<file path="config.mk">
export PLATFORM = sky130hd
export DESIGN_NAME = commit_ctrl_flat
export DESIGN_NICKNAME = d
export VERILOG_FILES = /design/src/rtl/commit_ctrl_pkg.sv /design/src/rtl/commit_ctrl_if.sv /design/src/rtl/commit_timer.sv /design/src/rtl/commit_ctrl.sv /design/src/flat_wrapper.sv
export SDC_FILE = /design/constraint.sdc
export NUM_CORES = 1
export LEC_CHECK = 0
export BUFFER_PORTS_ARGS = -buffer_cell sky130_fd_sc_hd__buf_4
export CORE_ASPECT_RATIO = 0.75
export CORE_MARGIN = 2
export CORE_UTILIZATION = 47
export DETAILED_ROUTE_END_ITERATION = 8
export PLACE_DENSITY = 0.8
export SETUP_SLACK_MARGIN = 0.4
export SYNTH_ARGS = -nofsm -noshare
export SYNTH_HDL_FRONTEND = slang
export SYNTH_SLANG_ARGS = --single-unit
</file>
<file path="constraint.sdc">
create_clock -name clk -period 3.6 [get_ports clk]
set_input_delay 1.08 -clock clk [delete_from_list [all_inputs] [get_ports clk]]
set_output_delay 1.08 -clock clk [all_outputs]
set_load 0.02 [all_outputs]
</file>
<file path="src/rtl/commit_ctrl_pkg.sv">
// commit_ctrl_pkg: shared state enum, instruction-type codes and ROB entry layout for the commit controller
package commit_ctrl_pkg;
  typedef enum logic [1:0] {IDLE, ST_WAIT, FLUSH} commit_state_t;
  localparam logic [1:0] ITYPE_BRANCH = 2'b00;
  localparam logic [1:0] ITYPE_STORE = 2'b01;
  typedef struct packed {
    logic [1:0] itype;
    logic branch_result;
    logic [3:0] ROB_number;
    logic [4:0] dest;
    logic [31:0] value;
  } ROB_entry_t;
endpackage

</file>
<file path="src/rtl/commit_ctrl_if.sv">
// commit_ctrl_if: ROB head (head/head_ready/rob_empty/rd_en) and store-queue (st_commit/st_done) handshakes; master = commit controller
interface commit_ctrl_if;
  import commit_ctrl_pkg::*;
  ROB_entry_t head;
  logic head_ready;
  logic rob_empty;
  logic rd_en;
  logic st_commit;
  logic st_done;
  modport master(input head, head_ready, rob_empty, st_done, output rd_en, st_commit);
  modport slave(output head, head_ready, rob_empty, st_done, input rd_en, st_commit);
endinterface

</file>
<file path="src/rtl/commit_timer.sv">
// commit_timer: loadable up/down counter (clk, reset, load/val, en, up -> cnt) shared by flush duration and store timeout
module commit_timer #(
  parameter int W = 8
) (
  input  logic         clk,
  input  logic         reset,
  input  logic         load,
  input  logic         en,
  input  logic         up,
  input  logic [W-1:0] val,
  output logic [W-1:0] cnt
);
  always_ff @(posedge clk)
    if (reset) cnt <= '0;
    else if (load) cnt <= val;
    else if (en) cnt <= up ? cnt + W'(1) : cnt - W'(1);
endmodule

</file>
<file path="src/rtl/commit_ctrl.sv">
// commit_ctrl: in-order retirement (clk, reset, bus = ROB/store-queue handshakes; rf_* write port, rat_clr_rob, flush/redirect_pc, retired_cnt, st_timeout_err)
module commit_ctrl
  import commit_ctrl_pkg::*;
#(
  parameter int FLUSH_CYCLES = 2,
  parameter int ST_TIMEOUT = 64,
  parameter int CNT_W = 32
) (
  input  logic             clk,
  input  logic             reset,
  commit_ctrl_if.master    bus,
  output logic             rf_we,
  output logic [4:0]       rf_waddr,
  output logic [31:0]      rf_wdata,
  output logic [3:0]       rat_clr_rob,
  output logic             flush,
  output logic [31:0]      redirect_pc,
  output logic [CNT_W-1:0] retired_cnt,
  output logic             st_timeout_err
);
  localparam int TW = $clog2((ST_TIMEOUT > FLUSH_CYCLES ? ST_TIMEOUT : FLUSH_CYCLES) + 1);
  commit_state_t state;
  logic idle_go, is_st, mispredict, st_fire, tmr_en;
  logic [TW-1:0] tmr_cnt, tmr_val;
  always_comb begin
    idle_go = !reset && state == IDLE && !bus.rob_empty && bus.head_ready;
    is_st = bus.head.itype == ITYPE_STORE;
    mispredict = idle_go && bus.head.itype == ITYPE_BRANCH && bus.head.branch_result;
    st_fire = !reset && state == ST_WAIT && bus.st_done && !bus.rob_empty && bus.head_ready;
    bus.rd_en = (idle_go && !is_st) || st_fire;
    rf_we = idle_go && bus.head.itype[1];
    rf_waddr = rf_we ? bus.head.dest : '0;
    rf_wdata = rf_we ? bus.head.value : '0;
    rat_clr_rob = rf_we ? bus.head.ROB_number : '0;
    tmr_val = mispredict ? TW'(FLUSH_CYCLES - 1) : '0;
    tmr_en = state == FLUSH || (state == ST_WAIT && tmr_cnt != TW'(ST_TIMEOUT));
  end
  // idle cycles keep reloading so each store wait or flush starts from a fresh value
  commit_timer #(.W(TW)) u_timer (
    .clk(clk), .reset(reset), .load(state == IDLE), .en(tmr_en),
    .up(state == ST_WAIT), .val(tmr_val), .cnt(tmr_cnt)
  );
  always_ff @(posedge clk)
    if (reset) begin
      state <= IDLE;
      bus.st_commit <= 1'b0;
      flush <= 1'b0;
      redirect_pc <= '0;
      retired_cnt <= '0;
      st_timeout_err <= 1'b0;
    end else begin
      retired_cnt <= retired_cnt + CNT_W'(bus.rd_en);
      if (state == IDLE) begin
        if (mispredict) begin
          state <= FLUSH;
          flush <= 1'b1;
          redirect_pc <= bus.head.value;
        end else if (idle_go && is_st) begin
          state <= ST_WAIT;
          bus.st_commit <= 1'b1;
        end
      end else if (state == ST_WAIT) begin
        if (!st_fire && tmr_cnt == TW'(ST_TIMEOUT - 1)) st_timeout_err <= 1'b1;
        if (st_fire) begin
          state <= IDLE;
          bus.st_commit <= 1'b0;
        end
      end else if (tmr_cnt == '0) begin
        state <= IDLE;
        flush <= 1'b0;
        redirect_pc <= '0;
      end
    end
endmodule

</file>
<file path="src/flat_wrapper.sv">
// flat-port wrapper written by rule: the top's interface ports become plain ports
module commit_ctrl_flat import commit_ctrl_pkg::*;
#(
  parameter int FLUSH_CYCLES = 2,
  parameter int ST_TIMEOUT = 64,
  parameter int CNT_W = 32
)
  (clk, reset, rf_we, rf_waddr, rf_wdata, rat_clr_rob, flush, redirect_pc, retired_cnt, st_timeout_err, bus_head, bus_head_ready, bus_rob_empty, bus_st_done, bus_rd_en, bus_st_commit);
  commit_ctrl_if bus_i ();
  input  logic clk;
  input  logic reset;
  output logic rf_we;
  output logic [4:0] rf_waddr;
  output logic [31:0] rf_wdata;
  output logic [3:0] rat_clr_rob;
  output logic flush;
  output logic [31:0] redirect_pc;
  output logic [CNT_W-1:0] retired_cnt;
  output logic st_timeout_err;
  input wire logic [$bits(bus_i.head)-1:0] bus_head;
  input wire logic [$bits(bus_i.head_ready)-1:0] bus_head_ready;
  input wire logic [$bits(bus_i.rob_empty)-1:0] bus_rob_empty;
  input wire logic [$bits(bus_i.st_done)-1:0] bus_st_done;
  output wire logic [$bits(bus_i.rd_en)-1:0] bus_rd_en;
  output wire logic [$bits(bus_i.st_commit)-1:0] bus_st_commit;
  assign bus_i.head = bus_head;
  assign bus_i.head_ready = bus_head_ready;
  assign bus_i.rob_empty = bus_rob_empty;
  assign bus_i.st_done = bus_st_done;
  assign bus_rd_en = bus_i.rd_en;
  assign bus_st_commit = bus_i.st_commit;
  commit_ctrl #(.FLUSH_CYCLES(FLUSH_CYCLES), .ST_TIMEOUT(ST_TIMEOUT), .CNT_W(CNT_W)) u_core (.clk(clk), .reset(reset), .bus(bus_i), .rf_we(rf_we), .rf_waddr(rf_waddr), .rf_wdata(rf_wdata), .rat_clr_rob(rat_clr_rob), .flush(flush), .redirect_pc(redirect_pc), .retired_cnt(retired_cnt), .st_timeout_err(st_timeout_err));
endmodule
</file>
==> results_dict.tcl <==
set metrics [dict create \
    nFillCells 486 \
    finalSetupViolCount 0 \
    ant_nets 0 \
    async_flop_share_pct 0 \
    synth_top_area_share_pct 44.3 \
    fmax_mhz 303 \
    synth_seq_cells 76 \
    start_kind "primary input" \
    wl_mm 10.3 \
    critPathKind "primary input to primary output" \
    routabilityCongestion 0.886 \
    status "finished clean" \
    hold-worst-slack_ns 0.448 \
    min_path_type "flop to flop" \
    post-route-period-util_pct 91.8 \
    cts_buffers 9 \
    grt_pass1_wl_mm 15.4 \
    syn_nets 423 \
    worst_pin_slew_ns 1.13 \
    grt_pass1_vias 3187 \
    avgViaCountPerCell 5.28 \
    cp-end-kind "primary output" \
    maxCapViolations 0 \
    p_sw_mw 0.421 \
    syn_to_final_growth_pct 51.2 \
    diodes 0 \
    cp.required_ns 2.52 \
    hold_viol_final 0 \
    drive_gt1_share_pct 41.5 \
    overflow 0 \
    synth-edff-count 0 \
    fin_skew_ns 0.0126 \
    dp_hpwl_mm 6.78 \
    rsz0062_at_grt "yes" \
    syn_inst 366 \
    clock_sinks 76 \
    yosys_warnings 0 \
    clk_latency_ns 0.35 \
    clkTransAtPathRegs_ns 0.08 \
    hold_buffers 0 \
    die_w_um 103 \
    arrival_ns 2.22 \
    pre_cts_slack_ns 0.306 \
    fin_ws_ns 0.296 \
    cp_max_fo 21 \
    cts_tree "built" \
    antenna_found_initial 0 \
    vdd_drop_max_mv 0.230 \
    ys_seq_area_share_pct 44.3 \
    p_int_mw 1.28 \
    grt_start_max_net_pins 48 \
    nets 584 \
    remaining_drc_errors 0 \
    die_h_um 78.0 \
    relSlewSlack_pct 24.1 \
    rows 26 \
    cts-htree-levels 3 \
    yosysUniqueCellTypes 49 \
    boundaryPins 159 \
    fin_crit_ns 3.30 \
    power_density_mw_per_mm2 328 \
    p_leak_nw 2.38 \
    synth_area_leaders "dfxtp_1, a22o_1, and2_1" \
    die_area_sq_mm 0.00801 \
    drt_pass1_iterations 4 \
    synth_top_area_cell "dfxtp_1" \
    grt_usage_pct 24.3 \
    utilization_pct 74.9 \
    num_vias 3325 \
    syn_area_sq_mm 0.00343 \
    wire_per_inst_um 16.3 \
    finalMaxSlewViolations 0 \
    initial_core_util_pct 49.5 \
    coreArea_sq_mm 0.00693 \
    cts_root_buf "clkbuf_8" \
    port_buffers 158 \
    synth.avg_cell_area_sq_um 9.37 \
    synth_flop_cell "dfxtp_1" \
    swShare_pct 24.7 \
    cts_buffer_depth 2 \
    seq_power_share_pct 50.3 \
    p_clk_share_pct 38.7 \
    fin_tns_setup_ns 0 \
    drt_iter0_markers 117 \
    combinationalPowerShare_pct 11.0 \
]
[area by class of cell]
class	instances	area [sq um]	area share (%)
Clock inverter	6	63.8	1.23
Multi-Input combinational cell	265	1890	36.4
Inverter	6	22.5	0.434
Clock buffer	10	138	2.65
Timing Repair Buffer	169	1430	27.6
Sequential cell	76	1520	29.3
Tap cell	98	123	2.36
[cell usage in the layout (no fill, tap or decap), drive strengths merged, types with 2 or more instances in the layout]
cell and n:
ha 7, a22oi 2, a22o 32, clkinvlp 2, and3 4, nor4b 2
clkbuf 12, nand4 10, or3 4, buf 166, nor4 6, nor3 4
xnor2 4, o21a 2, clkinv 3, xor2 25, dfxtp 76, inv 6
nor2b 4, nand2 17, and2 43, nor2 40, o21ai 8, a211oi 2
nand3 16, a21oi 12, and4 5
[state kept, by name, indices dropped and copies added (netlist names)]
name                   flops
u_core.state               2
u_core.redirect_pc        32
u_core.st_timeout_err      1
u_core.bus.st_commit       1
u_core.retired_cnt        32
u_core.flush               1
u_core.u_timer.cnt         7
[power by group through the flow]
stage / clock network (mW) / registers (mW) / logic, mW
global placement: 0 / 0.875 / 0.162
floorplan: 0 / 0.880 / 0.0748
detailed placement: 0 / 0.875 / 0.166
CTS: 0.673 / 0.856 / 0.171
global route: 0.706 / 0.857 / 0.198
finish: 0.658 / 0.856 / 0.187
[layer usage]
layer	up-vias	global-route usage, %	share of wire, %
li1	1615	-	-
met1	1593	30.2	43
met2	102	40.5	50
met3	15	6.67	5.5
met4	0	8.00	1.3
met5	-	0	0
[cell usage after synthesis (all sizes together) (7+ instances only)]
master / number
a21oi: 12
a22o: 32
and2: 43
clkbuf: 17
dfxtp: 76
ha: 7
nand2: 17
nand3: 16
nand4: 10
nor2: 40
o21ai: 8
xor2: 25
[through the flow]
step | instances | total power, mW | cell area, sq um
floorplan | 366 | 0.955 | 3440
global placement | 608 | 1.04 | 4730
detailed placement | 608 | 1.04 | 4730
CTS | 627 | 1.70 | 4990
global route | 630 | 1.76 | 5190
finish | 630 | 1.70 | 5190
[what timing repair did]
action | 4_1_cts | 5_1_grt
pin swaps | 2 | 24
gates cloned | 1 | 3
setup buffers | 2 | 0
gates resized for setup | 2 | 44
endpoints found under the setup margin | 41 | 42
hold endpoints to repair | 0 | 0
[critical path, stage by stage]
cell	delay [ns]
buf_4	0.12
nor3b_4	0.20
and3_4	0.22
bufbuf_16	0.28
and2_1	0.17
buf_4	0.15
[worst paths after layout]
| kind | to | slack (ns) | depth (start not counted) | start |
|---|---|---|---|---|
| worst max-delay path | rf_wdata[0] | 0.30 | 6 | bus_rob_empty |
| worst min-delay path | u_core.bus.st_commit | 0.45 | 2 | u_core.bus.st_commit |
| worst max register to register | u_core.retired_cnt[22] | 0.86 | 10 | u_core.state[0] |
| worst min register to register | u_core.bus.st_commit | 0.45 | 2 | u_core.bus.st_commit |
[logic make-up after synthesis]
family,Yosys count,share of synthesized area (%)
buffers and inverters,25,2.88
adders and majority gates,8,3.14
DFF,76,44.3
and+or+nand+nor,161,27.1
xor gates and xnor gates,29,7.40
muxes,1,0.292
AOI/OAI and AO/OA,66,14.8
Power figures use the tool's default switching activity.
